**src/rtl/rf_wb_ctrl_pkg.sv**
```systemverilog
// Shared core constants and types for the register-file writeback path.
// Contents: register address/data widths, register count, write-stage record.
package rf_wb_ctrl_pkg;

    localparam int unsigned REG_AW   = 5;
    localparam int unsigned XLEN     = 32;
    localparam int unsigned NUM_REGS = 32;

    typedef logic [REG_AW-1:0] reg_addr_t;
    typedef logic [XLEN-1:0]   xlen_t;

    // Registered write stage feeding the rf write port.
    typedef struct packed {
        logic      wen;
        reg_addr_t waddr;
        xlen_t     wdata;
    } wb_stage_t;

endpackage

```
**src/rtl/rf_wb_ctrl_if.sv**
```systemverilog
// Bundle of decode, writeback-requester and rf-write signals around rf_wb_ctrl.
// master: decode + execute/memory units + rf side; slave: the writeback controller.
//   issue_valid/issue_rd/issue_ready : destination-register issue handshake
//   rs1/rs2_addr, rs1/rs2_busy       : source pending-write query
//   wbN_valid/addr/data/ready        : writeback request ports 0 (ALU) and 1 (load/mul)
//   rd_wen/rd_waddr/rd_wdata         : registered rf write port
interface rf_wb_ctrl_if;
    import rf_wb_ctrl_pkg::*;

    logic      issue_valid;
    reg_addr_t issue_rd;
    logic      issue_ready;

    reg_addr_t rs1_addr;
    reg_addr_t rs2_addr;
    logic      rs1_busy;
    logic      rs2_busy;

    logic      wb0_valid;
    reg_addr_t wb0_addr;
    xlen_t     wb0_data;
    logic      wb0_ready;

    logic      wb1_valid;
    reg_addr_t wb1_addr;
    xlen_t     wb1_data;
    logic      wb1_ready;

    logic      rd_wen;
    reg_addr_t rd_waddr;
    xlen_t     rd_wdata;

    modport master (
        output issue_valid, issue_rd, rs1_addr, rs2_addr,
        output wb0_valid, wb0_addr, wb0_data, wb1_valid, wb1_addr, wb1_data,
        input  issue_ready, rs1_busy, rs2_busy, wb0_ready, wb1_ready,
        input  rd_wen, rd_waddr, rd_wdata
    );

    modport slave (
        input  issue_valid, issue_rd, rs1_addr, rs2_addr,
        input  wb0_valid, wb0_addr, wb0_data, wb1_valid, wb1_addr, wb1_data,
        output issue_ready, rs1_busy, rs2_busy, wb0_ready, wb1_ready,
        output rd_wen, rd_waddr, rd_wdata
    );

endinterface

```
**src/rtl/rf_wb_ctrl_arb.sv**
```systemverilog
// wb_rr_arb: two-port writeback arbiter, one grant per cycle.
// RR_EN=1: on conflict the port not granted last wins; RR_EN=0: port 0 has priority.
// Ports: i_clk, i_rst (sync, active-high), req0/req1 in, gnt0/gnt1 out (combinational).
module wb_rr_arb #(
    parameter bit RR_EN = 1'b1
) (
    input  logic i_clk,
    input  logic i_rst,
    input  logic req0,
    input  logic req1,
    output logic gnt0,
    output logic gnt1
);

    // Last granted port; reset to 1 so port 0 takes the first conflict.
    logic last_q, last_d;

    always_comb begin
        gnt0   = req0;
        gnt1   = req1 && !req0;
        if (RR_EN && req0 && req1) begin
            gnt0 = last_q;
            gnt1 = !last_q;
        end
        last_d = last_q;
        if (gnt0) begin
            last_d = 1'b0;
        end else if (gnt1) begin
            last_d = 1'b1;
        end
    end

    always_ff @(posedge i_clk) begin
        if (i_rst) begin
            last_q <= 1'b1;
        end else begin
            last_q <= last_d;
        end
    end

endmodule

```
**src/rtl/rf_wb_ctrl.sv**
```systemverilog
// rf_wb_ctrl: shares the rf write port between two writeback requesters and keeps a
// per-register pending-write scoreboard for decode.
// Ports: i_clk, i_rst (sync, active-high), bus (rf_wb_ctrl_if.slave) carrying the
// issue handshake, source busy query, two writeback ports and the registered rf write.
module rf_wb_ctrl
    import rf_wb_ctrl_pkg::*;
#(
    parameter bit RR_EN = 1'b1
) (
    input  logic         i_clk,
    input  logic         i_rst,
    rf_wb_ctrl_if.slave  bus
);

    logic [NUM_REGS-1:0] busy_q, busy_d;
    wb_stage_t           wb_q, wb_d;
    logic                gnt0, gnt1;
    logic                issue_fire;

    // WAW guard: a register with a write in flight cannot be re-issued.
    assign bus.issue_ready = (bus.issue_rd == '0) || !busy_q[bus.issue_rd];
    assign issue_fire      = bus.issue_valid && bus.issue_ready;

    // Bit 0 is held at zero, so x0 never reads busy.
    assign bus.rs1_busy = busy_q[bus.rs1_addr];
    assign bus.rs2_busy = busy_q[bus.rs2_addr];

    wb_rr_arb #(
        .RR_EN (RR_EN)
    ) u_arb (
        .i_clk (i_clk),
        .i_rst (i_rst),
        .req0  (bus.wb0_valid),
        .req1  (bus.wb1_valid),
        .gnt0  (gnt0),
        .gnt1  (gnt1)
    );

    // Output stage always drains, so ready is simply the grant.
    assign bus.wb0_ready = gnt0;
    assign bus.wb1_ready = gnt1;

    always_comb begin
        wb_d     = wb_q;
        wb_d.wen = 1'b0;
        if (gnt0) begin
            wb_d.wen   = (bus.wb0_addr != '0);
            wb_d.waddr = bus.wb0_addr;
            wb_d.wdata = bus.wb0_data;
        end else if (gnt1) begin
            wb_d.wen   = (bus.wb1_addr != '0);
            wb_d.waddr = bus.wb1_addr;
            wb_d.wdata = bus.wb1_data;
        end
    end

    // Clear lands on the same edge rf commits, so the register reads busy until then.
    // Set and clear never hit the same bit: issue is blocked while it is busy.
    always_comb begin
        busy_d = busy_q;
        if (wb_q.wen) begin
            busy_d[wb_q.waddr] = 1'b0;
        end
        if (issue_fire && bus.issue_rd != '0) begin
            busy_d[bus.issue_rd] = 1'b1;
        end
        busy_d[0] = 1'b0;
    end

    always_ff @(posedge i_clk) begin
        if (i_rst) begin
            busy_q <= '0;
            wb_q   <= '0;
        end else begin
            busy_q <= busy_d;
            wb_q   <= wb_d;
        end
    end

    assign bus.rd_wen   = wb_q.wen;
    assign bus.rd_waddr = wb_q.waddr;
    assign bus.rd_wdata = wb_q.wdata;

endmodule
```
**src/flat_wrapper.sv**
```systemverilog
// flat-port wrapper written by rule: the top's interface ports become plain ports
module rf_wb_ctrl_flat import rf_wb_ctrl_pkg::*;
#(
    parameter bit RR_EN = 1'b1
)
  (i_clk, i_rst, bus_issue_valid, bus_issue_rd, bus_rs1_addr, bus_rs2_addr, bus_wb0_valid, bus_wb0_addr, bus_wb0_data, bus_wb1_valid, bus_wb1_addr, bus_wb1_data, bus_issue_ready, bus_rs1_busy, bus_rs2_busy, bus_wb0_ready, bus_wb1_ready, bus_rd_wen, bus_rd_waddr, bus_rd_wdata);
  rf_wb_ctrl_if bus_i ();
  input  logic i_clk;
  input  logic i_rst;
  input wire logic [$bits(bus_i.issue_valid)-1:0] bus_issue_valid;
  input wire logic [$bits(bus_i.issue_rd)-1:0] bus_issue_rd;
  input wire logic [$bits(bus_i.rs1_addr)-1:0] bus_rs1_addr;
  input wire logic [$bits(bus_i.rs2_addr)-1:0] bus_rs2_addr;
  input wire logic [$bits(bus_i.wb0_valid)-1:0] bus_wb0_valid;
  input wire logic [$bits(bus_i.wb0_addr)-1:0] bus_wb0_addr;
  input wire logic [$bits(bus_i.wb0_data)-1:0] bus_wb0_data;
  input wire logic [$bits(bus_i.wb1_valid)-1:0] bus_wb1_valid;
  input wire logic [$bits(bus_i.wb1_addr)-1:0] bus_wb1_addr;
  input wire logic [$bits(bus_i.wb1_data)-1:0] bus_wb1_data;
  output wire logic [$bits(bus_i.issue_ready)-1:0] bus_issue_ready;
  output wire logic [$bits(bus_i.rs1_busy)-1:0] bus_rs1_busy;
  output wire logic [$bits(bus_i.rs2_busy)-1:0] bus_rs2_busy;
  output wire logic [$bits(bus_i.wb0_ready)-1:0] bus_wb0_ready;
  output wire logic [$bits(bus_i.wb1_ready)-1:0] bus_wb1_ready;
  output wire logic [$bits(bus_i.rd_wen)-1:0] bus_rd_wen;
  output wire logic [$bits(bus_i.rd_waddr)-1:0] bus_rd_waddr;
  output wire logic [$bits(bus_i.rd_wdata)-1:0] bus_rd_wdata;
  assign bus_i.issue_valid = bus_issue_valid;
  assign bus_i.issue_rd = bus_issue_rd;
  assign bus_i.rs1_addr = bus_rs1_addr;
  assign bus_i.rs2_addr = bus_rs2_addr;
  assign bus_i.wb0_valid = bus_wb0_valid;
  assign bus_i.wb0_addr = bus_wb0_addr;
  assign bus_i.wb0_data = bus_wb0_data;
  assign bus_i.wb1_valid = bus_wb1_valid;
  assign bus_i.wb1_addr = bus_wb1_addr;
  assign bus_i.wb1_data = bus_wb1_data;
  assign bus_issue_ready = bus_i.issue_ready;
  assign bus_rs1_busy = bus_i.rs1_busy;
  assign bus_rs2_busy = bus_i.rs2_busy;
  assign bus_wb0_ready = bus_i.wb0_ready;
  assign bus_wb1_ready = bus_i.wb1_ready;
  assign bus_rd_wen = bus_i.rd_wen;
  assign bus_rd_waddr = bus_i.rd_waddr;
  assign bus_rd_wdata = bus_i.rd_wdata;
  rf_wb_ctrl #(.RR_EN(RR_EN)) u_core (.i_clk(i_clk), .i_rst(i_rst), .bus(bus_i));
endmodule
```
**config.mk**
```make
export PLATFORM = sky130hd
export DESIGN_NAME = rf_wb_ctrl_flat
export DESIGN_NICKNAME = d
export VERILOG_FILES = /design/src/rtl/rf_wb_ctrl_pkg.sv /design/src/rtl/rf_wb_ctrl_if.sv /design/src/rtl/rf_wb_ctrl_arb.sv /design/src/rtl/rf_wb_ctrl.sv /design/src/flat_wrapper.sv
export SDC_FILE = /design/constraint.sdc
export NUM_CORES = 1
export LEC_CHECK = 0
export CORE_ASPECT_RATIO = 0.5
export CORE_MARGIN = 2
export CORE_UTILIZATION = 37
export DETAILED_ROUTE_END_ITERATION = 12
export PLACE_DENSITY = 0.68
export SETUP_SLACK_MARGIN = 0.5
export SLEW_MARGIN = 20
export SYNTH_ARGS = -nofsm -noshare
export SYNTH_HDL_FRONTEND = slang
export SYNTH_SLANG_ARGS = --single-unit
```
**constraint.sdc**
```tcl
create_clock -name i_clk -period 1.65 [get_ports i_clk]
set_input_delay 0.165 -clock i_clk [delete_from_list [all_inputs] [get_ports i_clk]]
set_output_delay 0.165 -clock i_clk [all_outputs]
set_load 0.005 [all_outputs]
```
==> results of run 1 <==
[report_power, final]
part | internal (uW) | switching (uW)
sequential | 1780 | 62.5
clock | 1180 | 790
combinational | 721 | 531
total | 3670 | 1380
[area by class of cell]
| type | instances | area (sq um) | area share [%] |
|---|---|---|---|
| clock buffer | 9 | 225 | 3.12 |
| clock inverter | 7 | 72.6 | 1.00 |
| inverter | 5 | 23.8 | 0.329 |
| multi-input combinational | 364 | 2860 | 39.6 |
| sequential | 70 | 1460 | 20.1 |
| tap | 140 | 175 | 2.43 |
| timing repair buffer | 238 | 2400 | 33.2 |
| timing repair inverter | 2 | 15.0 | 0.208 |
[kinds of logic after synthesis]
kind of cell           after synthesis
AND/OR/NAND/NOR                    248
AO/OA/AOI/OAI                       83
multiplexers                        33
flip-flops                          70
buffers and inverters               42
[what timing repair did]
item,4_1_cts,5_1_grt
endpoints found under the setup margin,111,77
resized for setup,186,69
buffers inserted,23,9
pin swaps,36,16
cloned,9,0
[flip-flops by register name (all words and copies together) (netlist names)]
name / flops
u_core.bus.rd_waddr: 5
u_core.bus.rd_wdata: 32
u_core.bus.rd_wen: 1
u_core.busy_q: 31
u_core.u_arb.last_q: 1
[through the flow]
| stage | cells | utilization, % | cell area (sq um) | TNS, ns | total power, uW |
|---|---|---|---|---|---|
| after floorplan | 476 | - | 4080 | -0.866 | 2270 |
| after global placement | 778 | 56.9 | 5900 | -23.09 | 2820 |
| after detailed placement | 778 | 56.9 | 5900 | -25.05 | 2830 |
| after CTS | 826 | 66.0 | 6850 | -12.11 | 4960 |
| after global routing | 835 | 69.6 | 7220 | -14.47 | 5250 |
| final | 835 | 69.6 | 7220 | -12.30 | 5060 |
[cells in the final DEF, fill, tap and decap left out, types with 6 or more instances in the layout]
master	count
clkdlybuf4s50_1	86
buf_4	62
nor2_1	55
dfxtp_1	45
nand2_1	42
dlygate4sd2_1	39
o21ai_2	33
buf_6	26
mux4_2	21
nor2_4	19
nor3_1	18
o21ai_0	18
nand3b_1	18
nor2b_1	17
dfxtp_2	16
o21ai_1	14
or3_1	13
nor4_2	12
clkbuf_16	9
dfxtp_4	9
nor3b_1	8
buf_12	8
nor3_2	7
or3_4	7
a21oi_1	6
[layer usage]
metal / global-route usage (%) / up-vias / routed length [um]
li1: - / 2143 / -
met1: 32.3 / 2160 / 6140
met2: 42.3 / 201 / 7450
met3: 6.41 / 40 / 1080
met4: 9.81 / 0 / 355
met5: 0 / - / 0
[how the worst min path moves through the flow]
stage	to	slack (ns)
3_3_place_gp	u_core.bus.rd_wdata[9]$_SDFFE_PP0P_	0.48
6_report	u_core.busy_q[16]$_SDFF_PP0_	0.18
2_1_floorplan	u_core.u_arb.last_q$_SDFFE_PP1P_	0.30
4_1_cts	u_core.busy_q[16]$_SDFF_PP0_	0.16
5_1_grt	u_core.busy_q[16]$_SDFF_PP0_	0.20
3_5_place_dp	u_core.bus.rd_wdata[24]$_SDFFE_PP0P_	0.49
==> results.py, run 1 <==
metrics = {
    "sta": {
        "finalWorstSetupSlack_ns": -0.557,
        "fin_skew_ns": 0.00638,
        "timing.fmax_mhz": 453,
        "grt_setup_unrepaired": "true",
        "timing.final.crit_share_pct": 134,
        "slew_headroom_pct": 67.3,
        "worst_pin_slew_ns": 0.489,
        "hold_slack_ns": 0.178,
        "period_minus_slack_ns": 2.21,
        "setup_viol": 31,
        "slew_violations": 0,
        "hold_viol": 0,
    },
    "critical_path": {
        "cp-startpoint": "u_core.busy_q[22]$_SDFF_PP0_",
        "worst_r2r_endpoint": "u_core.busy_q[9]$_SDFF_PP0_",
        "rrSetupSlack_ns": -0.44,
        "r2r_cells": 9,
        "crit_chain": "mux4_2, mux4_2, mux2_4, buf_6",
        "crit_path_top_delay_cell": "mux4_2",
        "worst-path-buf-inv": 1,
        "critPathKind": "flip-flop to primary output",
        "crit_arrival_ns": 2.04,
        "cp-start-kind": "flip-flop",
        "crit_required_ns": 1.48,
        "critPathCaptureType": "primary output",
        "crit_family": "multiplexers",
        "timing.critical_path.mode_cell": "mux4_2",
        "crit_path_max_fanout": 4,
        "crit_cells": 4,
        "r2r_start": "u_core.busy_q[22]$_SDFF_PP0_",
        "cp_slowest_stage_delay_ns": 0.48,
        "critical_path.endpoint": "bus_rs2_busy",
    },
    "logic_synthesis": {
        "yosysMostFrequentCell": "nor2_1",
        "synth_area_per_cell_sq_um": 8.41,
        "async_flop_share_pct": 0,
        "synth_edf_count": 0,
        "synthMuxAreaShare_pct": 15.5,
        "yosys.area.top_type": "dfxtp_1",
        "synthTopCellsByCount": "77 x nor2_1, 70 x dfxtp_1, 49 x o21ai_0",
        "syn_inst": 476,
        "synth_nets": 570,
        "yosys.area_share.simple_pct": 31.7,
        "synth_area_sq_um": 4000,
        "synth-adder-area-share_pct": 0,
        "ys_seq_area_share_pct": 35.0,
        "synth_compound_area_share_pct": 13.2,
        "netlist_top_cells_area": "dfxtp_1 35%, mux4_2 11%, nor2_1 7.2%",
        "yosysUniqueCellTypes": 38,
        "yosys_warnings": 0,
        "synth-seq-cells": 70,
        "netlist.area_leader.share_pct": 35.0,
        "synth_top_family_by_area": "simple AND/OR/NAND/NOR gates",
        "synth_xor_area_share_pct": 0,
        "ys.flop_type": "dfxtp_1",
    },
    "floorplan": {
        "pin_count": 137,
        "coreArea_sq_um": 10400,
        "rows": 26,
        "die_width_um": 151,
        "die_h_um": 77.5,
        "start_util_pct": 38.6,
        "dieArea_sq_um": 11700,
    },
    "status": {
        "outcome": "complete, but fails checks",
        "violations": "negative setup slack",
    },
    "pwr": {
        "peakVddDrop_v": 0.000496,
        "power_density_nw_per_um2": 700,
        "leakage_uw": 0.00292,
    },
    "detailed_routing": {
        "drc": 0,
        "num_vias": 4544,
        "drt_first_pass_iters": 7,
        "wl_mm": 15.0,
        "ant_nets": 0,
        "via_per_inst": 5.44,
        "drtIter0Drc": 264,
        "drt-wirelength-per-cell_um": 18.0,
    },
    "global_route": {
        "overflow": 0,
        "antenna_found_initial": 0,
        "grt_util_all_layers_pct": 25.6,
        "grt_max_degree": 44,
        "grt_first_pass_wirelength_mm": 23.3,
        "grt_pass1_vias": 4478,
    },
    "clock_tree": {
        "htreeDepth": 3,
        "clock-sinks": 70,
        "cts_buffer_depth": 2,
        "hold_buffers": 0,
        "clk_latency_ns": 0.34,
        "clk_pin_slew_ns": 0.06,
        "cts_tree": "yes",
        "clockRootBuffer": "clkbuf_16",
        "numCtsBuffers": 9,
    },
    "worst_hold_path": {
        "hold_class": "primary input to flip-flop",
        "min-delay-start": "i_rst",
        "worstHoldPathCells": 2,
    },
    "placed_design": {
        "port_buffers": 136,
        "place_congestion": 0.970,
        "place_ws_ns": -1.04,
        "hpwl_mm": 9.71,
    },
    "layout": {
        "n_fill_cell": 823,
        "fin_nets": 784,
        "drive_above_1_share_pct": 40.1,
        "area_growth_syn_to_layout_pct": 80.5,
        "diodes": 0,
    },
    "job": {
        "cap_viol_max_count": 0,
    },
}
Power figures use the tool's default switching activity.
==> inputs of run 2 (changes only) <==
Settings changed: CTS_CLUSTER_SIZE set to 10.
==> results of run 2 <==
No change in the layout: final DEF, timing and power equal those of run 1.
